File: src/rtl/lc3_sequencer.sv
// LC3 stage sequencer: steps instructions through FETCH/DECODE/EXECUTE/WRITEBACK, holds IR, counts retires.
// Macro LC3_MEM_WAIT_EN: when defined, MEM_READY stalls FETCH and LDR/STR WRITEBACK; otherwise memory is zero-wait.
module lc3_sequencer (
    input  logic        CLK,
    input  logic        RST_N,
    input  logic        RUN,
    input  logic        MEM_READY,
    input  logic [15:0] MEM_RDATA,
    output logic [1:0]  STAGE,
    output logic [15:0] IR,
    output logic        STEP_EN,
    output logic        BUSY,
    output logic        HALTED,
    output logic [15:0] RETIRE_CNT
);
    localparam int unsigned IR_W  = 16;
    localparam int unsigned CNT_W = 16;
    localparam logic [IR_W-1:0] TRAP_HALT = 16'hF025;

    typedef enum logic [2:0] {
        S_IDLE,
        S_FETCH,
        S_DECODE,
        S_EXECUTE,
        S_WRITEBACK,
        S_HALT
    } state_t;

    state_t             r_state;
    state_t             w_next_state;
    logic [1:0]         r_stage;
    logic [IR_W-1:0]    r_ir;
    logic               r_busy;
    logic               r_halted;
    logic [CNT_W-1:0]   r_retire_cnt;

    logic               w_mem_ok;
    logic               w_is_mem;
    logic               w_step_en;
    logic               w_load_ir;
    logic               w_retire;
    logic               w_next_busy;

`ifdef LC3_MEM_WAIT_EN
    assign w_mem_ok = MEM_READY;
`else
    logic w_unused_mem_ready;
    assign w_unused_mem_ready = MEM_READY;
    assign w_mem_ok = 1'b1;
`endif

    // LDR (0110) and STR (0111) are the only opcodes that wait in WRITEBACK
    assign w_is_mem = (r_ir[15:13] == 3'b011);

    function automatic logic [1:0] stage_of(input state_t s);
        case (s)
            S_DECODE:    return 2'b00;
            S_EXECUTE:   return 2'b01;
            S_WRITEBACK: return 2'b10;
            default:     return 2'b11;
        endcase
    endfunction

    always_comb begin
        w_next_state = r_state;
        w_step_en    = 1'b0;
        w_load_ir    = 1'b0;
        w_retire     = 1'b0;
        case (r_state)
            S_IDLE: begin
                if (RUN) w_next_state = S_FETCH;
            end
            S_FETCH: begin
                if (w_mem_ok) begin
                    w_step_en    = 1'b1;
                    w_load_ir    = 1'b1;
                    w_next_state = S_DECODE;
                end
            end
            S_DECODE: begin
                w_step_en    = 1'b1;
                w_next_state = (r_ir == TRAP_HALT) ? S_HALT : S_EXECUTE;
            end
            S_EXECUTE: begin
                w_step_en    = 1'b1;
                w_next_state = S_WRITEBACK;
            end
            S_WRITEBACK: begin
                if (!w_is_mem || w_mem_ok) begin
                    w_step_en    = 1'b1;
                    w_retire     = 1'b1;
                    w_next_state = RUN ? S_FETCH : S_IDLE;
                end
            end
            S_HALT: begin
                if (!RUN) w_next_state = S_IDLE;
            end
            default: w_next_state = S_IDLE;
        endcase
    end

    assign w_next_busy = (w_next_state == S_FETCH) || (w_next_state == S_DECODE) ||
                         (w_next_state == S_EXECUTE) || (w_next_state == S_WRITEBACK);

    // Status outputs are registered from the next state so they align with the state register
    always_ff @(posedge CLK or negedge RST_N) begin
        if (!RST_N) begin
            r_state      <= S_IDLE;
            r_stage      <= 2'b11;
            r_ir         <= '0;
            r_busy       <= 1'b0;
            r_halted     <= 1'b0;
            r_retire_cnt <= '0;
        end else begin
            r_state  <= w_next_state;
            r_stage  <= stage_of(w_next_state);
            r_busy   <= w_next_busy;
            r_halted <= (w_next_state == S_HALT);
            if (w_load_ir) r_ir <= MEM_RDATA;
            if (w_retire)  r_retire_cnt <= r_retire_cnt + CNT_W'(1);
        end
    end

    assign STAGE      = r_stage;
    assign IR         = r_ir;
    assign STEP_EN    = w_step_en;
    assign BUSY       = r_busy;
    assign HALTED     = r_halted;
    assign RETIRE_CNT = r_retire_cnt;

endmodule
File: config.mk
export PLATFORM = sky130hd
export DESIGN_NAME = lc3_sequencer
export DESIGN_NICKNAME = d
export VERILOG_FILES = /design/src/rtl/lc3_sequencer.sv
export SDC_FILE = /design/constraint.sdc
export NUM_CORES = 1
export LEC_CHECK = 0
export CAP_MARGIN = 30
export CORE_AREA = 2 2 68 70
export CTS_CLUSTER_DIAMETER = 60
export DETAILED_ROUTE_END_ITERATION = 8
export DIE_AREA = 0 0 70 72
export HOLD_SLACK_MARGIN = 0.15
export PLACE_DENSITY_LB_ADDON = 0.2
export SLEW_MARGIN = 20
export SYNTH_ARGS = -nofsm -noshare
export SYNTH_HDL_FRONTEND = slang
export SYNTH_SLANG_ARGS = --single-unit
File: constraint.sdc
create_clock -name CLK -period 1.9 [get_ports CLK]
set_input_delay 0.38 -clock CLK [delete_from_list [all_inputs] [get_ports CLK]]
set_output_delay 0.38 -clock CLK [all_outputs]
set_load 0.02 [all_outputs]
==> impl_metrics.py <==
metrics = {
    "status": {
        "status": "completed",
    },
    "global_routing": {
        "grt_pass1_wl_microns": 5680,
        "grt_pass1_vias": 1219,
        "track_usage": 0.146,
        "grt_max_degree": 23,
        "overflow": 0,
        "antenna_found_initial": 0,
    },
    "sta": {
        "skew_ps": 10.9,
        "finalCritPeriodShare": 0.966,
        "final.setup.tns_ps": 0,
        "finalSetupViolCount": 0,
        "hold_ws_ps": 479,
        "worst_slew_pin_slew_ps": 435,
        "slew_violations": 0,
        "hold_violations": 0,
        "fmax_ghz": 0.545,
        "rsz0062_at_grt": "no",
        "fin_crit_ps": 1830,
        "max_slew_margin": 0.710,
    },
    "synthesis": {
        "yosys_warnings": 0,
        "ys_types": 32,
        "ys_seq_elements": 39,
        "syn_area_sq_mm": 0.00166,
        "synth_most_common_cell": "dfrtp_1",
        "synth_largest_area_cell": "dfrtp_1",
        "syn_area_per_cell_sq_um": 13.2,
        "synth_nets": 147,
        "synth_flop_cell": "dfrtp_1",
        "yosysSeqAreaShare": 0.589,
        "synth_area_leaders": "dfrtp_1, mux2_2, xnor2_1, dfstp_2, nand2_1",
        "synth_edf_count": 0,
        "yosys-top-cells-count": "dfrtp_1, mux2_2, xnor2_1",
        "syn_inst": 126,
        "synth_top_area_frac": 0.558,
        "synthArstFlopShare": 1.00,
    },
    "route": {
        "avgRoutedWirePerCell_microns": 13.8,
        "drtIter0Drc": 33,
        "dr.pass1.iters": 2,
        "vias_per_cell": 4.97,
        "drc_errors": 0,
        "final_antenna_net_count": 0,
        "vias": 1202,
        "finalWirelength_microns": 3340,
    },
    "power": {
        "leakage_nw": 1.03,
        "vdd_drop_max_v": 0.000736,
        "p_per_area_mw_per_mm2": 1490,
    },
    "die": {
        "dieArea_sq_mm": 0.00504,
        "die_w_microns": 70,
        "die_y_microns": 72,
        "ios": 57,
        "initial_core_util": 0.389,
        "num_rows": 24,
        "core_area_sq_mm": 0.00426,
    },
    "clocking": {
        "h-tree-depth": 2,
        "cts.path.max_buffers": 2,
        "clock_latency_ps": 290,
        "root_buffer": "clkbuf_8",
        "cts.sinks": 39,
        "numCtsBuffers": 5,
        "cts_tree": "yes",
        "clkTransAtPathRegs_ps": 80,
    },
    "setup_path": {
        "cp.arrival_ps": 1450,
        "cp_top_family": "buffers and inverters",
        "path_class": "reg -> out",
        "worstPathRequired_ps": 1520,
        "endpoint_kind": "output pin",
        "crit_buf_inv": 1,
        "critPathSlowestCell": "clkdlybuf4s50_1",
        "start_kind": "flip-flop",
        "crit_path_cell_trace": "clkdlybuf4s50_1",
        "max_stage_delay_ps": 670,
        "cp_max_fo": 8,
    },
    "finish": {
        "nNetsFinal": 210,
        "drive_gt1_frac": 0.163,
        "area_growth_pct": 43.6,
        "fill_cells": 358,
        "regArea_sq_um": 978,
        "diodes": 0,
        "layout.cells.non_filler": 242,
        "multi_input_area_sq_um": 653,
    },
    "placed_design": {
        "gp_congestion": 0.860,
        "io_buffers": 55,
        "dp.cells": 233,
        "dp_hpwl_microns": 2500,
    },
    "min_path": {
        "holdCritPathClass": "reg -> reg",
    },
    "flow_run": {
        "cap_violations": 0,
    },
}
[final timing paths]
check | from | endpoint | slack, ps | cells after the start
max reg2reg | r_state[2] | RETIRE_CNT[15] | 120 | 4
min | RETIRE_CNT[15] | RETIRE_CNT[15] | 480 | 1
max | RETIRE_CNT[1] | RETIRE_CNT[1] | 70 | 1
max in group asynchronous | RST_N | IR[7] | 870 | 3
min reg2reg | RETIRE_CNT[15] | RETIRE_CNT[15] | 480 | 1
min in group asynchronous | RST_N | HALTED | 560 | 2
[routing by layer]
metal / vias to the layer above / share of wire / track usage
met2: 38 / 0.50 / 0.240
met1: 595 / 0.42 / 0.172
met3: 2 / 0.071 / 0.0653
met5: - / 0 / 0
met4: 0 / 0.0051 / 0.0513
li1: 567 / - / -
[report_power, final]
group	total [mW]	switching, mW	leakage, nW	internal (mW)
Combinational	1.60	0.756	0.488	0.847
Clock	0.566	0.273	0.0482	0.293
Sequential	1.39	0.258	0.490	1.13
[cells in the final DEF, fill, tap and decap left out, types with 2 or more instances in the layout]
cell type / synthesis / routed
nor2_1: 5 / 5
nand3_1: 7 / 7
clkdlybuf4s50_1: 0 / 53
dfstp_2: 2 / 2
clkbuf_8: 0 / 6
dfrtp_1: 37 / 37
buf_4: 0 / 2
xor2_1: 3 / 3
nand2_1: 10 / 10
inv_1: 2 / 2
nand4_1: 5 / 5
mux2_1: 3 / 3
and3_1: 2 / 2
nand2b_1: 2 / 2
mux2_2: 13 / 13
xnor2_1: 13 / 13
nand4b_1: 3 / 3
[flip-flops by register name, summed over array words and instances, names as in the netlist]
| name | flops |
|---|---|
| r_state | 3 |
| RETIRE_CNT | 16 |
| BUSY | 1 |
| HALTED | 1 |
| IR | 16 |
| STAGE | 2 |
[stage by stage]
step	cell area (sq um)	power [mW]	util	setup WS (ps)
after global placement	2280	3.00	0.536	136
after floorplan	1660	2.29	-	215
after CTS	2380	3.61	0.559	59.8
after detailed placement	2280	3.04	0.536	112
after global routing	2380	3.79	0.559	1.10
final	2380	3.56	0.559	65.4
[area by class of cell]
| type | instances | area share |
|---|---|---|
| Clock buffer | 7 | 0.0362 |
| Clock inverter | 1 | 0.00210 |
| Inverter | 2 | 0.00315 |
| Multi-Input combinational cell | 82 | 0.274 |
| Sequential cell | 39 | 0.410 |
| Tap cell | 52 | 0.0273 |
| Timing Repair Buffer | 59 | 0.247 |
[cells by family (layout without fill, tap and decap cells)]
family | count (synthesis) | after routing | synth area share
multiplexers | 16 | 16 | 0.109
flip-flops | 39 | 39 | 0.589
XOR/XNOR | 16 | 16 | 0.0844
AO/OA/AOI/OAI | 5 | 5 | 0.0211
buffers and inverters | 5 | 69 | 0.0173
adder cells (fa/ha/maj) | 1 | 1 | 0.00753
AND/OR/NAND/NOR | 44 | 44 | 0.172
[what timing repair did]
action / in CTS / in global routing
hold buffers: 1 / 0
resized for setup: 1 / 0
setup endpoints to repair: 1 / 0
hold endpoints to repair: 15 / 0
buffers inserted: 0 / 0
Power figures use the tool's default switching activity.
